[src/rtl/vga_ctrl_if.sv]
// Video bundle between the VGA timing generator, the picture stage and the pins.
// Latency: wires only, no registers.
// Backpressure: none; the video stream is free-running and cannot be stalled.
interface vga_ctrl_if;
    logic [15:0] pix_data;
    logic [9:0]  pix_x;
    logic [9:0]  pix_y;
    logic        hsync;
    logic        vsync;
    logic        rgb_valid;
    logic [15:0] rgb;
    logic        frame_start;

    // Timing generator side.
    modport master (
        input  pix_data,
        output pix_x, pix_y, hsync, vsync, rgb_valid, rgb, frame_start
    );

    // Picture stage / display side.
    modport slave (
        output pix_data,
        input  pix_x, pix_y, hsync, vsync, rgb_valid, rgb, frame_start
    );
endinterface

[src/rtl/vga_ctrl.sv]
// VGA timing generator: h/v counters, syncs, pixel request coordinates and RGB gating.
// Latency: pix_x/pix_y lead rgb_valid by 1 cycle to absorb the picture stage register.
// Backpressure: none; counters free-run, pix_data never affects timing.
module vga_ctrl #(
    parameter int H_SYNC  = 96,
    parameter int H_BACK  = 48,
    parameter int H_VALID = 640,
    parameter int H_FRONT = 16,
    parameter int V_SYNC  = 2,
    parameter int V_BACK  = 33,
    parameter int V_VALID = 480,
    parameter int V_FRONT = 10
) (
    input  logic       vga_clk,
    input  logic       sys_rst_n,
    vga_ctrl_if.master vif
);
    localparam int H_TOTAL = H_SYNC + H_BACK + H_VALID + H_FRONT;
    localparam int V_TOTAL = V_SYNC + V_BACK + V_VALID + V_FRONT;
    localparam int HA      = H_SYNC + H_BACK;
    localparam int VA      = V_SYNC + V_BACK;

    // Decode bounds sized to the counter width so every compare is 10 bits.
    localparam logic [9:0] C_H_LAST   = 10'(H_TOTAL - 1);
    localparam logic [9:0] C_V_LAST   = 10'(V_TOTAL - 1);
    localparam logic [9:0] C_H_SYNC   = 10'(H_SYNC);
    localparam logic [9:0] C_V_SYNC   = 10'(V_SYNC);
    localparam logic [9:0] C_H_ACT_LO = 10'(HA);
    localparam logic [9:0] C_H_ACT_HI = 10'(HA + H_VALID - 1);
    localparam logic [9:0] C_H_REQ_LO = 10'(HA - 1);
    localparam logic [9:0] C_H_REQ_HI = 10'(HA + H_VALID - 2);
    localparam logic [9:0] C_V_ACT_LO = 10'(VA);
    localparam logic [9:0] C_V_ACT_HI = 10'(VA + V_VALID - 1);
    localparam logic [9:0] C_IDLE     = 10'h3FF;

    logic [9:0] r_cnt_h;
    logic [9:0] r_cnt_v;
    logic       r_frame_start;

    logic       w_h_last;
    logic       w_v_last;
    logic       w_v_act;
    logic       w_h_act;
    logic       w_h_req;
    logic       w_pix_req;
    logic       w_rgb_valid;

    assign w_h_last = (r_cnt_h == C_H_LAST);
    assign w_v_last = (r_cnt_v == C_V_LAST);

    // Horizontal counter: free-running, wraps at the end of each line.
    always_ff @(posedge vga_clk or negedge sys_rst_n) begin
        if (!sys_rst_n) begin
            r_cnt_h <= 10'd0;
        end else if (w_h_last) begin
            r_cnt_h <= 10'd0;
        end else begin
            r_cnt_h <= r_cnt_h + 10'd1;
        end
    end

    // Vertical counter: steps only on the line wrap, so it moves on the same edge as cnt_h wraps.
    always_ff @(posedge vga_clk or negedge sys_rst_n) begin
        if (!sys_rst_n) begin
            r_cnt_v <= 10'd0;
        end else if (w_h_last) begin
            if (w_v_last) begin
                r_cnt_v <= 10'd0;
            end else begin
                r_cnt_v <= r_cnt_v + 10'd1;
            end
        end
    end

    // Frame marker: registered so it is high exactly while the counters sit at (0,0) after a frame wrap;
    // the (0,0) following reset release never set it, so the first frame after reset has no pulse.
    always_ff @(posedge vga_clk or negedge sys_rst_n) begin
        if (!sys_rst_n) begin
            r_frame_start <= 1'b0;
        end else begin
            r_frame_start <= w_h_last && w_v_last;
        end
    end

    // Windows decoded from the registered counters only, so syncs and valid are glitch-free per state.
    assign w_v_act     = (r_cnt_v >= C_V_ACT_LO) && (r_cnt_v <= C_V_ACT_HI);
    assign w_h_act     = (r_cnt_h >= C_H_ACT_LO) && (r_cnt_h <= C_H_ACT_HI);
    assign w_h_req     = (r_cnt_h >= C_H_REQ_LO) && (r_cnt_h <= C_H_REQ_HI);
    assign w_pix_req   = w_h_req && w_v_act;
    assign w_rgb_valid = w_h_act && w_v_act;

    assign vif.hsync       = (r_cnt_h >= C_H_SYNC);
    assign vif.vsync       = (r_cnt_v >= C_V_SYNC);
    assign vif.pix_x       = w_pix_req ? (r_cnt_h - C_H_REQ_LO) : C_IDLE;
    assign vif.pix_y       = w_pix_req ? (r_cnt_v - C_V_ACT_LO) : C_IDLE;
    assign vif.rgb_valid   = w_rgb_valid;
    // Gate the pixel so nothing the picture stage drives during blanking reaches the DAC.
    assign vif.rgb         = w_rgb_valid ? vif.pix_data : 16'h0000;
    assign vif.frame_start = r_frame_start;

endmodule

[src/flat_wrapper.sv]
// flat-port wrapper written by rule: the top's interface ports become plain ports
module vga_ctrl_flat 
#(
    parameter int H_SYNC  = 96,
    parameter int H_BACK  = 48,
    parameter int H_VALID = 640,
    parameter int H_FRONT = 16,
    parameter int V_SYNC  = 2,
    parameter int V_BACK  = 33,
    parameter int V_VALID = 480,
    parameter int V_FRONT = 10
)
  (vga_clk, sys_rst_n, vif_pix_data, vif_pix_x, vif_pix_y, vif_hsync, vif_vsync, vif_rgb_valid, vif_rgb, vif_frame_start);
  vga_ctrl_if vif_i ();
  input  logic vga_clk;
  input  logic sys_rst_n;
  input wire logic [$bits(vif_i.pix_data)-1:0] vif_pix_data;
  output wire logic [$bits(vif_i.pix_x)-1:0] vif_pix_x;
  output wire logic [$bits(vif_i.pix_y)-1:0] vif_pix_y;
  output wire logic [$bits(vif_i.hsync)-1:0] vif_hsync;
  output wire logic [$bits(vif_i.vsync)-1:0] vif_vsync;
  output wire logic [$bits(vif_i.rgb_valid)-1:0] vif_rgb_valid;
  output wire logic [$bits(vif_i.rgb)-1:0] vif_rgb;
  output wire logic [$bits(vif_i.frame_start)-1:0] vif_frame_start;
  assign vif_i.pix_data = vif_pix_data;
  assign vif_pix_x = vif_i.pix_x;
  assign vif_pix_y = vif_i.pix_y;
  assign vif_hsync = vif_i.hsync;
  assign vif_vsync = vif_i.vsync;
  assign vif_rgb_valid = vif_i.rgb_valid;
  assign vif_rgb = vif_i.rgb;
  assign vif_frame_start = vif_i.frame_start;
  vga_ctrl #(.H_SYNC(H_SYNC), .H_BACK(H_BACK), .H_VALID(H_VALID), .H_FRONT(H_FRONT), .V_SYNC(V_SYNC), .V_BACK(V_BACK), .V_VALID(V_VALID), .V_FRONT(V_FRONT)) u_core (.vga_clk(vga_clk), .sys_rst_n(sys_rst_n), .vif(vif_i));
endmodule
[config.mk]
export PLATFORM = sky130hd
export DESIGN_NAME = vga_ctrl_flat
export DESIGN_NICKNAME = d
export VERILOG_FILES = /design/src/rtl/vga_ctrl_if.sv /design/src/rtl/vga_ctrl.sv /design/src/flat_wrapper.sv
export SDC_FILE = /design/constraint.sdc
export NUM_CORES = 1
export LEC_CHECK = 0
export ABC_CLOCK_PERIOD_IN_PS = 4300
export CAP_MARGIN = 20
export CORE_ASPECT_RATIO = 1.25
export CORE_MARGIN = 2
export CORE_UTILIZATION = 49
export DETAILED_ROUTE_END_ITERATION = 10
export GPL_TIMING_DRIVEN = 0
export PLACE_DENSITY_LB_ADDON = 0.15
export SLEW_MARGIN = 30
export SYNTH_ARGS = -nofsm -noshare
export SYNTH_HDL_FRONTEND = slang
export SYNTH_SLANG_ARGS = --single-unit
[constraint.sdc]
create_clock -name vga_clk -period 4.3 [get_ports vga_clk]
set_clock_uncertainty 0.15 [all_clocks]
set_input_delay 0.86 -clock vga_clk [delete_from_list [all_inputs] [get_ports vga_clk]]
set_output_delay 0.86 -clock vga_clk [all_outputs]
set_load 0.1 [all_outputs]
==> results of run 1 <==
worst max-delay path, stage by stage, from the launching register on:
cell and delay (ps):
dfrtp_1 370, clkbuf_1 230, nor4_1 460, a21oi_1 150
a21oi_2 430, o211ai_1 160, clkdlybuf4s50_1 1010
per-stage QoR:
| stage | instance area, µm² | total power, W | cells | hold slack, ps | utilization, % |
|---|---|---|---|---|---|
| 5_1_grt | 2300 | 0.000366 | 299 | 430 | 71.4 |
| 3_3_place_gp | 2290 | 0.000220 | 295 | 386 | 71.0 |
| 4_1_cts | 2300 | 0.000355 | 299 | 404 | 71.5 |
| 2_1_floorplan | 1670 | 0.000201 | 201 | 350 | - |
| 6_report | 2300 | 0.000351 | 299 | 396 | 71.4 |
| 3_5_place_dp | 2280 | 0.000220 | 295 | 391 | 70.9 |
cell usage after synthesis, types with 2 or more instances:
| cell | number |
|---|---|
| a21oi_1 | 5 |
| and2_1 | 19 |
| and3_1 | 3 |
| and4_1 | 2 |
| buf_2 | 7 |
| buf_4 | 2 |
| clkbuf_1 | 8 |
| dfrtp_1 | 21 |
| ha_1 | 5 |
| inv_1 | 9 |
| mux2i_1 | 3 |
| nand2_1 | 15 |
| nand3_1 | 25 |
| nand3b_1 | 3 |
| nand4_1 | 6 |
| nor2_1 | 9 |
| nor2b_1 | 2 |
| nor3_1 | 5 |
| o211ai_1 | 5 |
| o21ai_0 | 3 |
| o21ai_1 | 5 |
| or4_1 | 2 |
| xnor2_1 | 10 |
| xor2_1 | 7 |
cell families (layout without fill, tap and decap cells):
| family | after synthesis | count (layout) | share of synthesized area (%) |
|---|---|---|---|
| simple gates | 98 | 98 | 32.5 |
| compound gates | 29 | 29 | 13.9 |
| buf+inv | 28 | 89 | 7.70 |
| flops | 21 | 21 | 31.4 |
| xor+xnor | 17 | 17 | 8.90 |
| fa+ha+maj | 5 | 5 | 3.74 |
| mux | 3 | 3 | 1.80 |
final timing paths:
| check | slack [ps] | end | from | depth (start not counted) |
|---|---|---|---|---|
| min | 400 | u_core.r_cnt_h[2] | sys_rst_n | 1 |
| min reg2reg | 400 | u_core.r_cnt_h[2] | u_core.r_cnt_h[2] | 1 |
| max in group asynchronous | 3270 | u_core.r_cnt_v[6] | sys_rst_n | 1 |
| min in group vga_clk | 400 | u_core.r_cnt_h[2] | u_core.r_cnt_h[2] | 1 |
| max reg2reg | 2080 | u_core.r_cnt_v[9] | u_core.r_cnt_h[0] | 6 |
| max | 230 | vif_pix_y[9] | u_core.r_cnt_h[5] | 6 |
per-layer routing:
metal	part of all wire, %	vias to the layer above	track usage [%]	routed length [µm]
met5	0	-	0	0
met4	1.4	0	7.94	63
met3	2.8	8	2.24	124
met2	55	42	41.2	2390
met1	41	745	27.2	1790
li1	-	820	-	-
repair_timing:
item	in CTS	in global routing
endpoints found under the setup margin	23	23
gates cloned	0	0
gates resized for setup	23	33
sequential cells by signal, summed over array words and instances (netlist names):
signal and flops:
u_core.r_cnt_h 10, u_core.r_cnt_v 10, u_core.vif.frame_start 1
area by class of cell:
class	count	area (µm²)
Sequential cell	21	526
Inverter	9	33.8
Tap cell	37	46.3
Buffer	19	95.1
Timing Repair Buffer	57	532
Fill cell	278	923
Clock buffer	3	41.3
Clock inverter	1	7.51
Multi-Input combinational cell	152	1020
where the power goes:
group / internal [W] / total (W) / switching (W) / leakage, nW
sequential: 0.000197 / 0.000197 / 0 / 0.279
clock: 0.0000655 / 0.000136 / 0.0000704 / 0.0217
combinational: 0.0000128 / 0.0000179 / 0.00000510 / 0.853
total: 0.000276 / 0.000351 / 0.0000755 / 1.15
==> flow_summary.toml, run 1 <==
[run_status]
status = "finished clean"

[synth]
synth_cell_type_count = 44
ys_ff_latch = 21
synth-async-reset-ratio_pct = 100
ys_warn_count = 0
netlist.area_leader.share_pct = 31.4
syn_avg_cell_area_um2 = 8.32
ys_top_cells_by_area = "dfrtp_1 31%, nand3_1 7.5%, and2_1 7.1%"
synth_area_um2 = 1670
synth_edf_count = 0
synth_flop_cell = "dfrtp_1"
syn-instance-count = 201
yosysSeqAreaShare_pct = 31.4
yosys.area.top_type = "dfrtp_1"
syn-num-nets = 224

[worst_setup_path]
worstPathArrival_ps = 3060
cp-end-kind = "primary output"
crit_fanout = 10
cp_data_required_time_ps = 3290
crit_type = "register to primary output"
cp-start-kind = "register"

[clocking]
numCtsBuffers = 3
htreeDepth = 1
ctsLongestPathBuffers = 2
cts_setup_buffers = 0
cts_root_buf = "clkbuf_8"
cts.sinks = 21
hold_buffers = 0
cts_tree = "yes"
clk_latency_ps = 260
cts.clk_slew.worst_paths_ps = 80

[sta]
drv_slew = 0
period_minus_slack_ps = 4070
setup_violations = 0
rsz0062_at_grt = "false"
worst_slack_ps = 229
min_period_over_period_pct = 94.7
fmax_mhz = 246
hold_violations = 0
maxSlewHeadroom_pct = 34.7
worst_pin_slew_ps = 977
tns_ps = 0

[finish]
layout_commonest_cell = "nand3_1"
area_delta_synth_final_pct = 37.5
final_layout_size_suffix_gt1_share_pct = 12.2
antennaDiodeCount = 0
fin_nets = 286
final_cell_mix = "25 x nand3_1, 21 x dfrtp_1, 20 x clkdlybuf4s50_1"

[global_route]
grt_pass1_wl_um = 7090
grt_max_degree = 22
overflow = 0
grt_pass1_vias = 1482
grt_util_all_layers_pct = 22.6
antenna_found_initial = 0

[die]
dieArea_um2 = 3900
core_area_um2 = 3220
start_util_pct = 51.9
io_pins = 58
die_h_um = 69.3
dieWidth_um = 56.3
rows = 23

[drt]
drtIter0Drc = 48
post-route-drc-count = 0
ant_nets = 0
wl_per_cell_um = 14.6
dr.pass1.iters = 4
wirelength_um = 4360
via_per_inst = 5.40
vias = 1615

[placed_design]
routabilityCongestion = 0.870
detailedPlace.worstSlack_ps = 105
io_buffer_count = 57
dp_hpwl_um = 3230

[power]
cellLeakagePower_nw = 1.15
power_density_nw_per_um2 = 153
peakVddDrop_uv = 124

[hold_path]
hold_path.class = "input port to async pin"

[flow_run]
cap_violations = 0
Power figures use the tool's default switching activity.
==> run 2, diff against run 1 <==
Settings changed: PLACE_DENSITY set to 0.86, PLACE_DENSITY_LB_ADDON 0.15 to not set, SKIP_LAST_GASP set to 1.
==> flow_summary.toml, run 2 (synthesized netlist as in run 1, its figures left out) <==
[run_status]
status = "finished clean"

[finish]
area_delta_synth_final_pct = 36.6
layout_commonest_cell = "nand3_1"
multi_input_area_um2 = 1020
final_layout_size_suffix_gt1_share_pct = 12.2
final_cell_mix = "25 x nand3_1, 21 x dfrtp_1, 20 x clkdlybuf4s50_1"
fin_util_pct = 70.9
fin_nets = 286
final_area_um2 = 2280
fillers = 278
seq_area_um2 = 526
antennaDiodeCount = 0

[sta]
rsz0062_at_grt = "false"
worst_slack_ps = 154
period_minus_slack_ps = 4150
worst_pin_slew_ps = 982
maxSlewHeadroom_pct = 34.3
tns_ps = 0
min_period_over_period_pct = 96.4
hold_violations = 0
fmax_mhz = 241
drv_slew = 0
setup_violations = 0

[worst_setup_path]
cp-end-kind = "primary output"
cp_data_required_time_ps = 3290
crit_fanout = 7
crit_type = "register to primary output"
worstPathArrival_ps = 3140
cp-start-kind = "register"

[drt]
wl_per_cell_um = 15.5
dr.pass1.iters = 4
vias = 1659
wirelength_um = 4630
via_per_inst = 5.55
post-route-drc-count = 0
drtIter0Drc = 37
ant_nets = 0

[clocking]
numCtsBuffers = 3
ctsLongestPathBuffers = 2
cts.sinks = 21
htreeDepth = 1
cts.clk_slew.worst_paths_ps = 90
cts_tree = "yes"
hold_buffers = 0
clk_latency_ps = 270
cts_root_buf = "clkbuf_8"

[die]
dieArea_um2 = 3900
die_h_um = 69.3
start_util_pct = 51.9
io_pins = 58
rows = 23
dieWidth_um = 56.3
core_area_um2 = 3220

[global_route]
grt_pass1_vias = 1548
antenna_found_initial = 0
grt_util_all_layers_pct = 24.2
grt_max_degree = 22
overflow = 0
grt_pass1_wl_um = 7540

[power]
power_density_nw_per_um2 = 154
peakVddDrop_uv = 118
cellLeakagePower_nw = 1.15

[placed_design]
routabilityCongestion = 0.868
dp_hpwl_um = 3350
detailedPlace.worstSlack_ps = 103
dpl_cell_area_um2 = 2290
io_buffer_count = 57

[hold_path]
hold_path.class = "input port to async pin"

[flow_run]
cap_violations = 0
run 2: cell count changes in the layout (fill, tap and decap cells not counted), sizes merged:
cell / previous run / this run
dlygate4sd2: 13 / 17
dlymetal6s2s: 13 / 9
run 2: where the power goes:
group | internal [W] | switching (W)
logic | 0.0000129 | 0.00000556
clock network | 0.0000657 | 0.0000710
registers | 0.000197 | 0
run 2: final cells by class:
type	count	area share, %
plain buffers	19	4.16
well taps	37	2.03
inverters	9	1.48
clock inverters	1	0.329
flip-flops and latches	21	23.0
clock buffers	3	1.81
repair buffers	57	22.6
multi-input cells	152	44.6
run 2: what timing repair did:
action | in CTS | in global routing
gates resized for setup | 27 | 29
setup endpoints to repair | 27 | 19
hold endpoints to repair | 0 | 0
buffers inserted | 0 | 0
run 2: worst max-delay path, cell delays in order, from the launching register on:
cell             delay [ps]
dfrtp_1                 470
ha_1                    210
buf_4                   160
o41ai_2                 480
o21ai_0                 150
o211ai_1                220
clkdlybuf4s50_1        1170
run 2: path summary, 6_finish.rpt:
kind | slack (ps) | depth (start not counted) | to | start
worst min-delay path | 390 | 1 | u_core.r_cnt_h[2] | sys_rst_n
worst max-delay path | 150 | 6 | vif_pix_y[9] | u_core.r_cnt_v[1]
min in group vga_clk | 410 | 1 | u_core.r_cnt_h[2] | u_core.r_cnt_h[2]
max in group asynchronous | 3260 | 1 | u_core.r_cnt_v[6] | sys_rst_n
worst max register to register | 2050 | 6 | u_core.r_cnt_v[9] | u_core.r_cnt_h[0]
worst min register to register | 410 | 1 | u_core.r_cnt_h[2] | u_core.r_cnt_h[2]
run 2: routing by layer:
metal  wire, µm  GRT usage, %
met3        174          2.05
met4         96          8.99
met2       2490          41.3
met1       1870          31.5
met5          0             0
run 2: through the flow:
step / cells / hold WS (ps) / total power (W)
floorplan: 201 / 350 / 0.000201
global placement: 295 / 380 / 0.000220
detailed placement: 295 / 408 / 0.000220
CTS: 299 / 422 / 0.000355
global route: 299 / 413 / 0.000362
finish: 299 / 390 / 0.000352
